### src/rtl/tp_gerador_if.sv
// Request/symbol bundle between a requester and the tp_gerador note-sequence generator.
interface tp_gerador_if;
    logic       start;
    logic [1:0] tipo;
    logic       variante;   // comparative variant: 0 = la,do  1 = si_m,re
    logic [3:0] raiz1;
    logic [3:0] raiz2;
    logic [2:0] nota;
    logic       tom;
    logic       ok;
    logic       rst_rx;
    logic       busy;
    logic       fim;
    logic       erro;

    modport master (
        output start, tipo, variante, raiz1, raiz2,
        input  nota, tom, ok, rst_rx, busy, fim, erro
    );
    modport slave (
        input  start, tipo, variante, raiz1, raiz2,
        output nota, tom, ok, rst_rx, busy, fim, erro
    );
endinterface

### src/rtl/tp_gerador.sv
// Generates the paced {tom,nota}/ok symbol stream for a requested word type.
// Optional root check (reject roots with nota=000) enabled by TP_GERADOR_RAIZCHK_EN.
module tp_gerador #(
    parameter int PHASE = 2
) (
    input  logic            clk,
    input  logic            reset,
    tp_gerador_if.slave     bus
);
    localparam int CW = (PHASE > 1) ? $clog2(PHASE) : 1;
    localparam logic [CW-1:0] PH_MAX = CW'(PHASE - 1);

    localparam logic [2:0] ST_IDLE   = 3'd0;
    localparam logic [2:0] ST_PRE_HI = 3'd1;
    localparam logic [2:0] ST_PRE_LO = 3'd2;
    localparam logic [2:0] ST_SETUP  = 3'd3;
    localparam logic [2:0] ST_STROBE = 3'd4;
    localparam logic [2:0] ST_HOLD   = 3'd5;

    localparam logic [3:0] SYM_X  = 4'b0000;
    localparam logic [3:0] SYM_DO = 4'b0001;
    localparam logic [3:0] SYM_RE = 4'b0010;
    localparam logic [3:0] SYM_LA = 4'b0110;
    localparam logic [3:0] SYM_SI = 4'b1111;

    logic [2:0]    state_q, state_d;
    logic [CW-1:0] cnt_q, cnt_d;
    logic [2:0]    idx_q, idx_d;
    logic [1:0]    tipo_q, tipo_d;
    logic          var_q, var_d;
    logic [3:0]    raiz1_q, raiz1_d;
    logic [3:0]    raiz2_q, raiz2_d;
    logic [3:0]    sym_q, sym_d;
    logic          ok_q, ok_d;
    logic          rst_rx_q, rst_rx_d;
    logic          busy_q, busy_d;
    logic          fim_q, fim_d;
    logic          erro_q, erro_d;
    logic          reject;
    logic [2:0]    last_idx;
    logic          in_slot;

`ifdef TP_GERADOR_RAIZCHK_EN
    assign reject = (bus.raiz1[2:0] == 3'b000) || (bus.raiz2[2:0] == 3'b000);
`else
    assign reject = 1'b0;
`endif

    function automatic logic [3:0] sym_at(logic [1:0] t, logic v, logic [3:0] r1,
                                          logic [3:0] r2, logic [2:0] i);
        logic [3:0] s;
        s = SYM_X;
        case (i)
            3'd0: s = (t == 2'b00) ? SYM_X : r1;
            3'd1: s = r2;
            3'd2: s = (t == 2'b10 && v) ? SYM_SI : SYM_LA;
            3'd3: begin
                case (t)
                    2'b10:   s = v ? SYM_RE : SYM_DO;
                    2'b11:   s = SYM_SI;
                    default: s = SYM_X;
                endcase
            end
            default: s = SYM_X;
        endcase
        return s;
    endfunction

    // Last symbol index = N-1: null has 1 symbol, adjective 4, the others 5.
    always_comb begin
        case (tipo_q)
            2'b00:   last_idx = 3'd0;
            2'b01:   last_idx = 3'd3;
            default: last_idx = 3'd4;
        endcase
    end

    always_comb begin
        state_d = state_q;
        cnt_d   = cnt_q;
        idx_d   = idx_q;
        tipo_d  = tipo_q;
        var_d   = var_q;
        raiz1_d = raiz1_q;
        raiz2_d = raiz2_q;
        fim_d   = 1'b0;
        erro_d  = 1'b0;
        if (state_q == ST_IDLE) begin
            if (bus.start) begin
                if (reject) begin
                    erro_d = 1'b1;
                end else begin
                    tipo_d  = bus.tipo;
                    var_d   = bus.variante;
                    raiz1_d = bus.raiz1;
                    raiz2_d = bus.raiz2;
                    idx_d   = 3'd0;
                    cnt_d   = '0;
                    state_d = ST_PRE_HI;
                end
            end
        end else if (cnt_q == PH_MAX) begin
            cnt_d = '0;
            case (state_q)
                ST_PRE_HI: state_d = ST_PRE_LO;
                ST_PRE_LO: state_d = ST_SETUP;
                ST_SETUP:  state_d = ST_STROBE;
                ST_STROBE: state_d = ST_HOLD;
                ST_HOLD: begin
                    if (idx_q == last_idx) begin
                        state_d = ST_IDLE;
                        fim_d   = 1'b1;
                    end else begin
                        idx_d   = idx_q + 3'd1;
                        state_d = ST_SETUP;
                    end
                end
                default:   state_d = ST_IDLE;
            endcase
        end else begin
            cnt_d = cnt_q + CW'(1);
        end
    end

    // Outputs are decoded from the next state so they come straight off flops.
    always_comb begin
        in_slot  = (state_d == ST_SETUP) || (state_d == ST_STROBE) || (state_d == ST_HOLD);
        sym_d    = in_slot ? sym_at(tipo_d, var_d, raiz1_d, raiz2_d, idx_d) : SYM_X;
        ok_d     = (state_d == ST_STROBE);
        rst_rx_d = (state_d == ST_PRE_HI);
        busy_d   = (state_d != ST_IDLE);
    end

    always_ff @(posedge clk or negedge reset) begin
        if (!reset) begin
            state_q  <= ST_IDLE;
            cnt_q    <= '0;
            idx_q    <= 3'd0;
            tipo_q   <= 2'b00;
            var_q    <= 1'b0;
            raiz1_q  <= 4'b0000;
            raiz2_q  <= 4'b0000;
            sym_q    <= SYM_X;
            ok_q     <= 1'b0;
            rst_rx_q <= 1'b0;
            busy_q   <= 1'b0;
            fim_q    <= 1'b0;
            erro_q   <= 1'b0;
        end else begin
            state_q  <= state_d;
            cnt_q    <= cnt_d;
            idx_q    <= idx_d;
            tipo_q   <= tipo_d;
            var_q    <= var_d;
            raiz1_q  <= raiz1_d;
            raiz2_q  <= raiz2_d;
            sym_q    <= sym_d;
            ok_q     <= ok_d;
            rst_rx_q <= rst_rx_d;
            busy_q   <= busy_d;
            fim_q    <= fim_d;
            erro_q   <= erro_d;
        end
    end

    assign bus.nota   = sym_q[2:0];
    assign bus.tom    = sym_q[3];
    assign bus.ok     = ok_q;
    assign bus.rst_rx = rst_rx_q;
    assign bus.busy   = busy_q;
    assign bus.fim    = fim_q;
    assign bus.erro   = erro_q;
endmodule

### src/flat_wrapper.sv
// flat-port wrapper written by rule: the top's interface ports become plain ports
module tp_gerador_flat 
#(
    parameter int PHASE = 2
)
  (clk, reset, bus_start, bus_tipo, bus_variante, bus_raiz1, bus_raiz2, bus_nota, bus_tom, bus_ok, bus_rst_rx, bus_busy, bus_fim, bus_erro);
  tp_gerador_if bus_i ();
  input  logic clk;
  input  logic reset;
  input wire logic [$bits(bus_i.start)-1:0] bus_start;
  input wire logic [$bits(bus_i.tipo)-1:0] bus_tipo;
  input wire logic [$bits(bus_i.variante)-1:0] bus_variante;
  input wire logic [$bits(bus_i.raiz1)-1:0] bus_raiz1;
  input wire logic [$bits(bus_i.raiz2)-1:0] bus_raiz2;
  output wire logic [$bits(bus_i.nota)-1:0] bus_nota;
  output wire logic [$bits(bus_i.tom)-1:0] bus_tom;
  output wire logic [$bits(bus_i.ok)-1:0] bus_ok;
  output wire logic [$bits(bus_i.rst_rx)-1:0] bus_rst_rx;
  output wire logic [$bits(bus_i.busy)-1:0] bus_busy;
  output wire logic [$bits(bus_i.fim)-1:0] bus_fim;
  output wire logic [$bits(bus_i.erro)-1:0] bus_erro;
  assign bus_i.start = bus_start;
  assign bus_i.tipo = bus_tipo;
  assign bus_i.variante = bus_variante;
  assign bus_i.raiz1 = bus_raiz1;
  assign bus_i.raiz2 = bus_raiz2;
  assign bus_nota = bus_i.nota;
  assign bus_tom = bus_i.tom;
  assign bus_ok = bus_i.ok;
  assign bus_rst_rx = bus_i.rst_rx;
  assign bus_busy = bus_i.busy;
  assign bus_fim = bus_i.fim;
  assign bus_erro = bus_i.erro;
  tp_gerador #(.PHASE(PHASE)) u_core (.clk(clk), .reset(reset), .bus(bus_i));
endmodule
### config.mk
export PLATFORM = sky130hd
export DESIGN_NAME = tp_gerador_flat
export DESIGN_NICKNAME = d
export VERILOG_FILES = /design/src/rtl/tp_gerador_if.sv /design/src/rtl/tp_gerador.sv /design/src/flat_wrapper.sv
export SDC_FILE = /design/constraint.sdc
export NUM_CORES = 1
export LEC_CHECK = 0
export ABC_AREA = 1
export CAP_MARGIN = 20
export CORE_AREA = 2 2 49 74
export CTS_BUF_LIST = sky130_fd_sc_hd__clkbuf_16
export CTS_CLUSTER_SIZE = 8
export DETAILED_ROUTE_END_ITERATION = 6
export DIE_AREA = 0 0 51 76
export PLACE_DENSITY = 0.67
export SETUP_SLACK_MARGIN = 0.1
export SLEW_MARGIN = 20
export SYNTH_ARGS = -nofsm -noshare
export SYNTH_HDL_FRONTEND = slang
export SYNTH_SLANG_ARGS = --single-unit
export TNS_END_PERCENT = 100
### constraint.sdc
create_clock -name clk -period 1.85 [get_ports clk]
set_input_delay 0.185 -clock clk [delete_from_list [all_inputs] [get_ports clk]]
set_output_delay 0.185 -clock clk [all_outputs]
set_load 0.02 [all_outputs]
==> reports/qor_table.md, run 1 <==
| Stage | Parameter | Reported |
|:---|:---|:---|
| timing | Share of the cycle needed by the critical path after routing | 0.950 |
| timing | Setup total negative slack | 0 ns |
| power | Pwr dens | 1730 mW/mm² |
| worst setup path | Data required time of the worst path | 2.04 ns |
| clocking | Buffer cell driving the clock tree root | sky130_fd_sc_hd__clkbuf_16 |
| timing | Max-slew violations | 0 |
| route | Vias per std cell | 4.91 |
| timing | Unrepaired setup endpoints after global routing | true |
| worst setup path | Type of destination of the critical path | flip-flop |
| synth | Synthesized instance count | 184 |
| grt | Met2 track demand over resource | 0.336 |
| route | Iter 0 DRT Violations | 23 |
| clocking | Clk buf depth | 2 |
| grt | Top Usage Layer GRT | met2 |
| floorplan | Die Ht | 76 µm |
| synth | Seq/Total Area, Yosys | 0.460 |
| synth | Post-Syn Area per Cell | 7.68 µm² |
| worst setup path | End of the worst register-to-register path | u_core.sym_q[2]$_DFF_PN0_ |
| run | Number of max-capacitance violations reported | 0 |
| route | Count of nets left with antenna violations after detail routing | 0 |
| worst setup path | R2R Setup Slk | 0.09 ns |
| route | Number of design rule violations left after detail routing | 0 |
| cells and area | Commonest non-fill, non-tap cell in the layout | sky130_fd_sc_hd__nand2_1 |
| timing | Setup skew after layout | 0.00129 ns |
| cells and area | Fraction of layout cells with a size suffix above 1 | 0.302 |
| route | Routed vias | 1297 |
| grt | GR Util All Layers | 0.169 |
| synth | Distinct cells, synth | 27 |
| placed design | Dpl cells | 249 |
| clocking | CTS tree | done |
| floorplan | Total die area | 0.00388 mm² |
| timing | Achievable clock frequency | 569 MHz |
| worst setup path | Worst Reg-to-Reg Cells | 11 |
| cells and area | Final net count | 239 |
| route | DR pass1 iterations | 4 |
| floorplan | Number of top-level pins | 23 |
| placed design | Placed cell areas | 0.00169 mm² |
| timing | Post-layout worst setup margin | 0.0930 ns |
| cells and area | Post-layout instance area | 0.00197 mm² |
| clocking | Clock transition at the register clock pins on the worst setup and hold paths after CTS | 0.06 ns |
| grt | Met1 GRT Util | 0.168 |
| floorplan | Placement row count | 26 |
| synth | Share of the synthesized area in the top cell type | 0.460 |
| placed design | Placed wire-length estimate | 2240 µm |
| grt | Maximum number of pins on one net before global-route repair | 27 |
| clocking | Num Clock Sinks | 26 |
| synth | Mapped cell area | 0.00141 mm² |
| clocking | Number of clock buffers inserted by TritonCTS | 3 |
| worst setup path | Critical path fanouts, max | 7 |
| synth | Area leader, netlist | sky130_fd_sc_hd__dfrtp_1 |
| timing | Number of endpoints failing setup at the final stage | 0 |
| floorplan | Initial Util | 0.430 |
| outcome | Status | finished, final reports clean |
| route | Final WL | 3400 µm |
| synth | Synth warn | 0 |
| grt | Global-route wire length before repair | 5070 µm |
| clocking | Maximum level of the CTS H-tree | 1 |
| grt | Vias in the first global route | 1222 |
| cells and area | Signed area change from the synthesized netlist to the final layout | 39.5% |
| placed design | Gp weighted congestion | 0.803 |
| worst setup path | Arrival time worst endpoint | 1.94 ns |
| worst hold path | Min-Delay Path Class | in2async |
| route | Mean routed wirelength per cell | 12.9 µm |
| floorplan | Core area | 0.00329 mm² |
| power | Standby leakage power | 0.957 nW |
| synth | Biggest area contributors in the synthesized netlist | sky130_fd_sc_hd__dfrtp_1 (46%), sky130_fd_sc_hd__nand2_1 (14%), sky130_fd_sc_hd__nand3_1 (5.3%), sky130_fd_sc_hd__inv_1 (4.8%), sky130_fd_sc_hd__nor2_1 (4.8%) |
| cells and area | Number of diodes added for antenna fixing | 0 |
| power | Final Total Pwr | 3.42 mW |
| clocking | Cts-stage hold buffer count | 0 |
| cells and area | Most frequent cells in the layout | sky130_fd_sc_hd__nand2_1 (46), sky130_fd_sc_hd__dfrtp_1 (23), sky130_fd_sc_hd__clkdlybuf4s50_1 (21), sky130_fd_sc_hd__nor2_1 (16), sky130_fd_sc_hd__inv_1 (15) |
| timing | Shortest clock period the worst path allows after layout | 1.76 ns |
| power | Maximum vdd ir drop | 0.896 mV |
| placed design | Port Buffer Count | 21 |
| grt | Remaining global-route overflow | 0 |
| synth | Number of nets produced by synthesis | 199 |
| cells and area | Finished Layout Cells | 264 |
| grt | Number of antenna violations at the first check in global routing | 0 |
| grt | GR met3 Demand/Resource | 0.0176 |
| clocking | Clock latency on the worst-skew pair | 0.25 ns |
| synth | Synth Register Bits | 26 |
| worst setup path | Startpoint Class | flip-flop |
| timing | Total count of hold-check failures in the final report | 0 |
| worst setup path | Class of the most critical setup path | reg2reg |
| floorplan | Die boundary width | 51 µm |
| worst setup path | Startpoint of the worst register-to-register path | u_core.state_q[0]$_DFF_PN0_ |
| placed design | Worst slack after detailed placement | 0.0536 ns |
==> cells by family after synthesis <==
logic type / synth area share
buffers and inverters: 0.0850
other: 0.00265
AOI/OAI and AO/OA: 0.0558
and+or+nand+nor: 0.388
adders and majority gates: 0.00885
DFF: 0.460
==> critical path, cell delays in order, from the launching register on <==
cell and delay, ns:
sky130_fd_sc_hd__dfrtp_2 0.45, sky130_fd_sc_hd__nor2_4 0.22, sky130_fd_sc_hd__nand3_4 0.18, sky130_fd_sc_hd__inv_4 0.12
sky130_fd_sc_hd__nand2_1 0.07, sky130_fd_sc_hd__nand2_2 0.10, sky130_fd_sc_hd__inv_2 0.06, sky130_fd_sc_hd__nor2_1 0.16
sky130_fd_sc_hd__nand3_2 0.11, sky130_fd_sc_hd__nand2_1 0.08, sky130_fd_sc_hd__nor2_1 0.04, sky130_fd_sc_hd__nor2_1 0.10
==> metal layers <==
| layer | part of all wire | vias to the layer above |
|---|---|---|
| met1 | 0.35 | 620 |
| met3 | 0.023 | 8 |
| met2 | 0.61 | 21 |
| li1 | - | 648 |
| met5 | 0 | - |
| met4 | 0.019 | 0 |
==> synth_stat cells <==
cell type	number
sky130_fd_sc_hd__or2_1	1
sky130_fd_sc_hd__nand3b_1	1
sky130_fd_sc_hd__buf_4	1
sky130_fd_sc_hd__nand3_1	15
sky130_fd_sc_hd__o21ai_2	2
sky130_fd_sc_hd__o21ai_0	5
sky130_fd_sc_hd__a32oi_1	1
sky130_fd_sc_hd__a21oi_1	4
sky130_fd_sc_hd__or2_0	5
sky130_fd_sc_hd__nor2_4	2
sky130_fd_sc_hd__inv_4	1
sky130_fd_sc_hd__nand3_4	1
sky130_fd_sc_hd__ha_1	1
sky130_fd_sc_hd__nand2_1	54
sky130_fd_sc_hd__nand2_2	8
sky130_fd_sc_hd__nor2_1	18
sky130_fd_sc_hd__inv_1	18
sky130_fd_sc_hd__conb_1	1
sky130_fd_sc_hd__nand4_1	1
sky130_fd_sc_hd__nor3_1	2
sky130_fd_sc_hd__a22oi_1	1
sky130_fd_sc_hd__inv_2	6
sky130_fd_sc_hd__clkinv_2	1
sky130_fd_sc_hd__nand3_2	2
sky130_fd_sc_hd__dfrtp_1	26
sky130_fd_sc_hd__nor2_2	5
sky130_fd_sc_hd__buf_6	1
==> worst max-delay path by stage <==
stage	cells past startpoint	from	endpoint	slack [ns]
global placement	10	bus_start	u_core.sym_q[3]$_DFF_PN0_	0.08
CTS	10	u_core.tipo_q[1]$_DFF_PN0_	u_core.bus.busy$_DFF_PN0_	0.11
floorplan	10	u_core.state_q[0]$_DFF_PN0_	u_core.sym_q[2]$_DFF_PN0_	0.30
finish	11	u_core.state_q[0]$_DFF_PN0_	u_core.sym_q[2]$_DFF_PN0_	0.09
global route	11	u_core.state_q[0]$_DFF_PN0_	u_core.sym_q[1]$_DFF_PN0_	-0.04
detailed placement	10	bus_start	u_core.sym_q[1]$_DFF_PN0_	0.05
==> through the flow <==
step	hold WS (ns)	util
floorplan	-0.111	-
global placement	0.463	0.514
detailed placement	0.469	0.514
CTS	0.311	0.537
global route	0.326	0.600
finish	0.295	0.600
==> report_power, final <==
part | total [mW] | internal [mW] | leakage, nW | switching [mW]
Sequential | 0.970 | 0.810 | 0.321 | 0.161
Clock | 0.460 | 0.286 | 0.0370 | 0.174
Combinational | 1.99 | 0.804 | 0.599 | 1.18
==> layout make-up <==
class,instances,area (µm²)
Timing Repair Buffer,36,327
Inverter,26,106
Fill cell,299,1310
Multi-Input combinational cell,131,757
Sequential cell,26,654
Clock buffer,3,75.1
Tap cell,42,52.6
==> registers in the layout, summed over array words and instances, names as in the netlist <==
signal             flops
u_core.bus.ok          1
u_core.bus.fim         1
u_core.bus.rst_rx      1
u_core.raiz2_q         4
u_core.idx_q           3
u_core.raiz1_q         4
u_core.state_q         3
u_core.cnt_q           1
u_core.sym_q           4
u_core.tipo_q          2
u_core.var_q           1
u_core.bus.busy        1
==> timing repair <==
action	4_1_cts	5_1_grt
buffers inserted	0	11
endpoints found under the setup margin	0	5
gates resized for setup	0	37
Note: power is estimated with default switching activity, not from simulation.
==> run 2, diff against run 1 <==
--- a/config.mk
+++ b/config.mk
@@ -18,4 +18,4 @@
 export SYNTH_ARGS = -nofsm -noshare
 export SYNTH_HDL_FRONTEND = slang
 export SYNTH_SLANG_ARGS = --single-unit
-export TNS_END_PERCENT = 100
+export TNS_END_PERCENT = 50
==> run 2 against run 1 <==
Sequential power shrank 0.5%. Highest routed layer unchanged. Clock-buffer cell count is the same. Core utilization shrank 0.53 points. Global-route usage is the same. Critical path type unchanged.
==> reports/qor_table.md, run 2 (same netlist as run 1, synthesis figures left out) <==
| Stage | Parameter | Reported | Change |
|:---|:---|:---|:---|
| clocking | CTS tree | done | unchanged |
| grt | Global-route wire length before repair | 5070 µm | unchanged |
| route | DR pass1 iterations | 4 | unchanged |
| worst setup path | Worst Reg-to-Reg Cells | 10 | was 11 |
| power | Share of total power in the clock network | 0.137 | was 0.135 |
| clocking | Maximum level of the CTS H-tree | 1 | unchanged |
| worst setup path | Maximum single-stage delay on the critical path | 0.45 ns | about the same |
| timing | Share of the cycle needed by the critical path after routing | 0.930 | was 0.950 |
| timing | Setup skew after layout | 0.00244 ns | was 0.00129 ns |
| timing | Shortest clock period the worst path allows after layout | 1.72 ns | was 1.76 ns |
| route | Mean routed wirelength per cell | 12.2 µm | was 12.9 µm |
| worst setup path | Critical path fanouts, max | 6 | was 7 |
| route | Number of design rule violations left after detail routing | 0 | unchanged |
| cells and area | Number of diodes added for antenna fixing | 0 | unchanged |
| cells and area | Count of filler cells inserted in the layout | 295 | was 299 |
| worst setup path | Beginning of the critical path | u_core.state_q[0]$_DFF_PN0_ | unchanged |
| worst setup path | End of the worst register-to-register path | u_core.sym_q[1]$_DFF_PN0_ | was u_core.sym_q[2]$_DFF_PN0_ |
| clocking | Clk buf depth | 2 | unchanged |
| worst setup path | Class of the most critical setup path | reg2reg | unchanged |
| cells and area | Final Core Density | 0.595 | was 0.600 |
| cells and area | Most frequent cells in the layout | sky130_fd_sc_hd__nand2_1 (47), sky130_fd_sc_hd__dfrtp_1 (24), sky130_fd_sc_hd__clkdlybuf4s50_1 (21), sky130_fd_sc_hd__nor2_1 (16) | was sky130_fd_sc_hd__nand2_1 (46), sky130_fd_sc_hd__dfrtp_1 (23), sky130_fd_sc_hd__clkdlybuf4s50_1 (21), sky130_fd_sc_hd__nor2_1 (16), sky130_fd_sc_hd__inv_1 (15) |
| floorplan | Number of top-level pins | 23 | unchanged |
| worst setup path | Count of cell instances traversed by the critical path | 10 | was 11 |
| power | Combinational cell fraction of total power | 0.575 | was 0.582 |
| worst setup path | R2R Setup Slk | 0.13 ns | was 0.09 ns |
| timing | Total count of hold-check failures in the final report | 0 | unchanged |
| cells and area | Signed area change from the synthesized netlist to the final layout | 38.2% | was 39.5% |
| cells and area | Final net count | 239 | unchanged |
| timing | Max-slew violations | 0 | unchanged |
| cells and area | Area of combinational cells with multiple inputs | 744 µm² | was 757 µm² |
| floorplan | Die boundary width | 51 µm | unchanged |
| placed design | Port Buffer Count | 21 | unchanged |
| worst setup path | WP buf/inv | 1 | was 2 |
| worst setup path | Type of destination of the critical path | flip-flop | unchanged |
| route | Count of nets left with antenna violations after detail routing | 0 | unchanged |
| timing | Achievable clock frequency | 581 MHz | was 569 MHz |
| grt | Maximum number of pins on one net before global-route repair | 27 | unchanged |
| cells and area | Commonest non-fill, non-tap cell in the layout | sky130_fd_sc_hd__nand2_1 | unchanged |
| timing | Post-route worst hold slack | 0.295 ns | about the same |
| placed design | Worst slack after detailed placement | 0.0536 ns | unchanged |
| route | Iter 0 DRT Violations | 27 | was 23 |
| power | Switch share | 0.438 | was 0.444 |
| clocking | Buffer cell driving the clock tree root | sky130_fd_sc_hd__clkbuf_16 | unchanged |
| route | Routed vias | 1290 | was 1297 |
| placed design | Placed wire-length estimate | 2240 µm | unchanged |
| clocking | Clock latency on the worst-skew pair | 0.26 ns | was 0.25 ns |
| worst setup path | Crit-path slowest cell | sky130_fd_sc_hd__dfrtp_2 | unchanged |
| clocking | Cts-stage hold buffer count | 0 | unchanged |
| run | Number of max-capacitance violations reported | 0 | unchanged |
| power | Pwr dens | 1720 mW/mm² | was 1730 mW/mm² |
| worst setup path | Startpoint Class | flip-flop | unchanged |
| worst setup path | Series of cell instances along the critical path | nor2_4 > buf_4 > nand3_4 > or2_0 > o21ai_1 > nor2_1 > nand3_1 > nand2_1 > nor2_1 > nor2_1 | was nor2_4 > nand3_4 > inv_4 > nand2_1 > nand2_2 > inv_2 > nor2_1 > nand3_2 > nand2_1 > nor2_1 > nor2_1 |
| cells and area | Finished Layout Cells | 264 | unchanged |
| clocking | Num Clock Sinks | 26 | unchanged |
| worst setup path | Most numerous cell on the critical path | sky130_fd_sc_hd__nor2_1 | unchanged |
| route | Final WL | 3220 µm | was 3400 µm |
| worst setup path | Arrival time worst endpoint | 1.87 ns | was 1.94 ns |
| floorplan | Placement row count | 26 | unchanged |
| timing | Post-layout worst setup margin | 0.129 ns | was 0.0930 ns |
| power | P_int | 1.88 mW | was 1.90 mW |
| power | Seq pwr share | 0.288 | was 0.284 |
| floorplan | Initial Util | 0.430 | unchanged |
| worst setup path | Startpoint of the worst register-to-register path | u_core.state_q[0]$_DFF_PN0_ | unchanged |
| clocking | Clock transition at the register clock pins on the worst setup and hold paths after CTS | 0.06 ns | about the same |
| power | Standby leakage power | 0.956 nW | was 0.957 nW |
| cells and area | Register cell area after layout | 653 µm² | was 654 µm² |
| cells and area | Top Registers | u_core.raiz1_q (4), u_core.raiz2_q (4), u_core.sym_q (4) | unchanged |
| clocking | Number of clock buffers inserted by TritonCTS | 3 | unchanged |
| worst setup path | Worst setup path end | u_core.sym_q[1]$_DFF_PN0_ | was u_core.sym_q[2]$_DFF_PN0_ |
| worst setup path | Crit-path leading delay family | simple AND/OR/NAND/NOR gates | unchanged |
| power | Net switching power | 1.47 mW | was 1.52 mW |
| cells and area | Fraction of layout cells with a size suffix above 1 | 0.288 | was 0.302 |
| grt | Vias in the first global route | 1222 | unchanged |
| route | Vias per std cell | 4.89 | was 4.91 |
| worst setup path | Data required time of the worst path | 2.00 ns | was 2.04 ns |
| power | Maximum vdd ir drop | 0.890 mV | was 0.896 mV |
| timing | Unrepaired setup endpoints after global routing | true | unchanged |
| grt | GR Util All Layers | 0.169 | unchanged |
| grt | Number of antenna violations at the first check in global routing | 0 | unchanged |
| timing | Number of endpoints failing setup at the final stage | 0 | unchanged |
| floorplan | Total die area | 0.00388 mm² | unchanged |
| floorplan | Core area | 0.00329 mm² | unchanged |
| grt | Remaining global-route overflow | 0 | unchanged |
| placed design | Gp weighted congestion | 0.803 | unchanged |
| floorplan | Die Ht | 76 µm | unchanged |
| placed design | Dpl cells | 249 | unchanged |
| outcome | Status | finished, final reports clean | unchanged |
| worst hold path | Min-Delay Path Class | in2async | unchanged |
[run 2: layout make-up]
type                            instances  area share
Clock buffer                            3      0.0384
Multi-Input combinational cell        131       0.381
Timing Repair Buffer                   36       0.165
Inverter                               26      0.0544
Sequential cell                        26       0.334
Tap cell                               42      0.0269
[run 2: per-layer routing]
layer / global-route usage / up-vias / share of wire
met3: 0.0176 / 9 / 0.028
met2: 0.336 / 26 / 0.58
met1: 0.168 / 606 / 0.37
met4: 0.0622 / 0 / 0.022
li1: - / 649 / -
met5: 0 / - / 0
[run 2: stage by stage]
stage | setup TNS (ns) | power (mW) | instance area (µm²)
finish | 0 | 3.35 | 1950
global route | -0.0177 | 3.64 | 1950
CTS | 0 | 2.98 | 1760
detailed placement | 0 | 2.51 | 1690
global placement | 0 | 2.45 | 1690
floorplan | 0 | 2.07 | 1410
[run 2: power by group through the flow]
stage          clock, mW  sequential, mW  combinational (mW)
3_5_place_dp           0           0.959                1.55
6_report           0.460           0.965                1.93
4_1_cts            0.471           0.947                1.56
5_1_grt            0.505           0.987                2.15
3_3_place_gp           0           0.946                1.51
2_1_floorplan          0           0.996                1.08
[run 2: worst reg2reg max path, delay by kind of cell (launching register included)]
family	cells	cell delay, ns
compound gates	1	0.11
buf+inv	1	0.16
flops	1	0.45
simple gates	8	0.88
[run 2: worst min path at each step]
stage	endpoint
CTS	u_core.raiz1_q[1]$_DFF_PN0_
global route	u_core.tipo_q[0]$_DFF_PN0_
detailed placement	u_core.raiz2_q[0]$_DFF_PN0_
finish	u_core.raiz1_q[1]$_DFF_PN0_
global placement	u_core.raiz2_q[0]$_DFF_PN0_
floorplan	u_core.bus.busy$_DFF_PN0_
[run 2: repair_timing]
item / CTS / global route
buffers inserted: 0 / 11
gates resized for setup: 0 / 31
setup endpoints to repair: 0 / 5
==> run 3, diff against run 2 <==
--- a/config.mk
+++ b/config.mk
@@ -18,4 +18,4 @@
 export SYNTH_ARGS = -nofsm -noshare
 export SYNTH_HDL_FRONTEND = slang
 export SYNTH_SLANG_ARGS = --single-unit
-export TNS_END_PERCENT = 50
+export TNS_END_PERCENT = 1
==> run 3 against run 2 <==
Final area shrank 0.13%. First-iteration DRC count up 3.7%. Flip-flop and latch count unchanged. Clock-buffer cell count did not move. Register-to-register slack got worse by 0.02 ns. Sequential share of layout area is essentially flat. Sequential power about the same. Hold slack better by 0.0028 ns.
==> reports/qor_table.md, run 3 (same netlist as run 1, synthesis figures left out) <==
| Stage | Parameter | Reported | Change |
|:---|:---|:---|:---|
| outcome | Status | finished, final reports clean | unchanged |
| cells and area | Top Registers | u_core.raiz1_q (4), u_core.raiz2_q (4), u_core.sym_q (4) | unchanged |
| floorplan | Die boundary width | 51 µm | unchanged |
| timing | Max-slew violations | 0 | unchanged |
| clocking | Clock latency on the worst-skew pair | 0.25 ns | was 0.26 ns |
| timing | Number of endpoints failing setup at the final stage | 0 | unchanged |
| timing | Shortest clock period the worst path allows after layout | 1.74 ns | was 1.72 ns |
| timing | Achievable clock frequency | 575 MHz | was 581 MHz |
| cells and area | Signed area change from the synthesized netlist to the final layout | 38.1% | was 38.2% |
| worst setup path | Class of the most critical setup path | reg2reg | unchanged |
| worst setup path | Startpoint Class | flip-flop | unchanged |
| power | Standby leakage power | 0.956 nW | about the same |
| route | Iter 0 DRT Violations | 28 | was 27 |
| worst setup path | Data required time of the worst path | 2.04 ns | was 2.00 ns |
| placed design | Port Buffer Count | 21 | unchanged |
| power | Pwr dens | 1720 mW/mm² | about the same |
| floorplan | Total die area | 0.00388 mm² | unchanged |
| worst setup path | Series of cell instances along the critical path | clkinvlp_4 > buf_4 > nand3_4 > nand2_1 > nand2_1 > nand2_4 > nor2_2 > nand3_1 > nand2_1 > nor2_1 > nor2_1 | was nor2_4 > buf_4 > nand3_4 > or2_0 > o21ai_1 > nor2_1 > nand3_1 > nand2_1 > nor2_1 > nor2_1 |
| worst setup path | Most numerous cell on the critical path | sky130_fd_sc_hd__nand2_1 | was sky130_fd_sc_hd__nor2_1 |
| timing | Unrepaired setup endpoints after global routing | true | unchanged |
| worst setup path | Arrival time worst endpoint | 1.93 ns | was 1.87 ns |
| cells and area | Finished Layout Cells | 264 | unchanged |
| timing | Setup total negative slack | 0 ns | unchanged |
| route | DR pass1 iterations | 4 | unchanged |
| power | Final Total Pwr | 3.36 mW | was 3.35 mW |
| worst setup path | Crit-path slowest cell | sky130_fd_sc_hd__dfrtp_2 | unchanged |
| route | Routed vias | 1290 | unchanged |
| cells and area | Number of diodes added for antenna fixing | 0 | unchanged |
| grt | Number of antenna violations at the first check in global routing | 0 | unchanged |
| grt | Vias in the first global route | 1222 | unchanged |
| floorplan | Placement row count | 26 | unchanged |
| worst setup path | WP buf/inv | 2 | was 1 |
| cells and area | Commonest non-fill, non-tap cell in the layout | sky130_fd_sc_hd__nand2_1 | unchanged |
| route | Count of nets left with antenna violations after detail routing | 0 | unchanged |
| worst setup path | Maximum single-stage delay on the critical path | 0.44 ns | was 0.45 ns |
| grt | GR Util All Layers | 0.169 | unchanged |
| grt | Remaining global-route overflow | 0 | unchanged |
| route | Vias per std cell | 4.89 | unchanged |
| floorplan | Die Ht | 76 µm | unchanged |
| floorplan | Number of top-level pins | 23 | unchanged |
| clocking | Buffer cell driving the clock tree root | sky130_fd_sc_hd__clkbuf_16 | unchanged |
| clocking | Clk buf depth | 2 | unchanged |
| clocking | Number of clock buffers inserted by TritonCTS | 3 | unchanged |
| worst setup path | Crit-path leading delay family | simple AND/OR/NAND/NOR gates | unchanged |
| floorplan | Core area | 0.00329 mm² | unchanged |
| power | Maximum vdd ir drop | 0.880 mV | was 0.890 mV |
| route | Mean routed wirelength per cell | 12.5 µm | was 12.2 µm |
| route | Final WL | 3300 µm | was 3220 µm |
| clocking | Clock transition at the register clock pins on the worst setup and hold paths after CTS | 0.06 ns | about the same |
| cells and area | Final net count | 239 | unchanged |
| run | Number of max-capacitance violations reported | 0 | unchanged |
| timing | Total count of hold-check failures in the final report | 0 | unchanged |
| timing | Share of the cycle needed by the critical path after routing | 0.941 | was 0.930 |
| placed design | Placed wire-length estimate | 2240 µm | unchanged |
| grt | Global-route wire length before repair | 5070 µm | unchanged |
| floorplan | Initial Util | 0.430 | unchanged |
| placed design | Dpl cells | 249 | unchanged |
| clocking | Num Clock Sinks | 26 | unchanged |
| cells and area | Post-layout instance area | 0.00195 mm² | about the same |
| clocking | CTS tree | done | unchanged |
| worst hold path | Min-Delay Path Class | in2async | unchanged |
| grt | Maximum number of pins on one net before global-route repair | 27 | unchanged |
| cells and area | Most frequent cells in the layout | sky130_fd_sc_hd__nand2_1 (47), sky130_fd_sc_hd__dfrtp_1 (24), sky130_fd_sc_hd__clkdlybuf4s50_1 (21), sky130_fd_sc_hd__nor2_1 (17) | was sky130_fd_sc_hd__nand2_1 (47), sky130_fd_sc_hd__dfrtp_1 (24), sky130_fd_sc_hd__clkdlybuf4s50_1 (21), sky130_fd_sc_hd__nor2_1 (16) |
| route | Number of design rule violations left after detail routing | 0 | unchanged |
| timing | Setup skew after layout | 0.00247 ns | was 0.00244 ns |
| placed design | Gp weighted congestion | 0.803 | unchanged |
| placed design | Placed cell areas | 0.00169 mm² | unchanged |
| cells and area | Fraction of layout cells with a size suffix above 1 | 0.284 | was 0.288 |
| worst setup path | Type of destination of the critical path | flip-flop | unchanged |
| worst setup path | Critical path fanouts, max | 6 | unchanged |
| clocking | Maximum level of the CTS H-tree | 1 | unchanged |
run 3: cell counts in the layout (fill, tap and decap cells not counted):
No cell type changed its count.
run 3: final cells by class:
class                           instances  area (µm²)
Fill cell                             298        1330
Multi-Input combinational cell        131         742
Sequential cell                        26         653
Timing Repair Buffer                   36         323
Inverter                               26         106
Clock buffer                            3        75.1
Tap cell                               42        52.6
run 3: power breakdown:
part,internal (mW),total (mW),switching [mW]
sequential,0.807,0.965,0.158
clock,0.286,0.461,0.175
combinational,0.789,1.93,1.14
run 3: metrics by stage:
stage                     worst slack, ns  utilization  hold WS (ns)
final                               0.110        0.594         0.297
after global routing              0.00643        0.594         0.320
after CTS                           0.109        0.537         0.311
after detailed placement           0.0536        0.514         0.469
after global placement             0.0838        0.514         0.463
after floorplan                     0.298            -        -0.111
run 3: layer usage:
metal	global-route usage	vias to the layer above	share of wire
met5	0	-	0
met4	0.0622	0	0.0058
met3	0.0176	2	0.023
met2	0.336	21	0.59
li1	-	650	-
met1	0.168	617	0.38
run 3: path summary, 6_finish.rpt:
check	from	to	slack, ns	cells after the start
worst max-delay path	u_core.state_q[2]$_DFF_PN0_	u_core.sym_q[1]$_DFF_PN0_	0.11	11
worst min-delay path	reset	u_core.raiz1_q[1]$_DFF_PN0_	0.30	2
worst max register to register	u_core.state_q[2]$_DFF_PN0_	u_core.sym_q[1]$_DFF_PN0_	0.11	11
worst min register to register	u_core.raiz2_q[0]$_DFF_PN0_	u_core.raiz2_q[0]$_DFF_PN0_	0.48	2
max in group asynchronous	reset	u_core.state_q[2]$_DFF_PN0_	1.28	2
min in group clk	u_core.raiz2_q[0]$_DFF_PN0_	u_core.raiz2_q[0]$_DFF_PN0_	0.48	2
run 3: timing repair:
action | in CTS | in global routing
hold buffers | 0 | 0
setup endpoints to repair | 0 | 5
endpoints found under the hold margin | 0 | 0
gates resized for setup | 0 | 30
setup buffers | 0 | 11
run 3: worst register-to-register path, cell delays in order (launching register included):
cell	delay (ns)
sky130_fd_sc_hd__dfrtp_2	0.44
sky130_fd_sc_hd__clkinvlp_4	0.19
sky130_fd_sc_hd__buf_4	0.18
sky130_fd_sc_hd__nand3_4	0.11
sky130_fd_sc_hd__nand2_1	0.06
sky130_fd_sc_hd__nand2_1	0.10
sky130_fd_sc_hd__nand2_4	0.09
sky130_fd_sc_hd__nor2_2	0.19
sky130_fd_sc_hd__nand3_1	0.12
sky130_fd_sc_hd__nand2_1	0.09
sky130_fd_sc_hd__nor2_1	0.04
sky130_fd_sc_hd__nor2_1	0.07
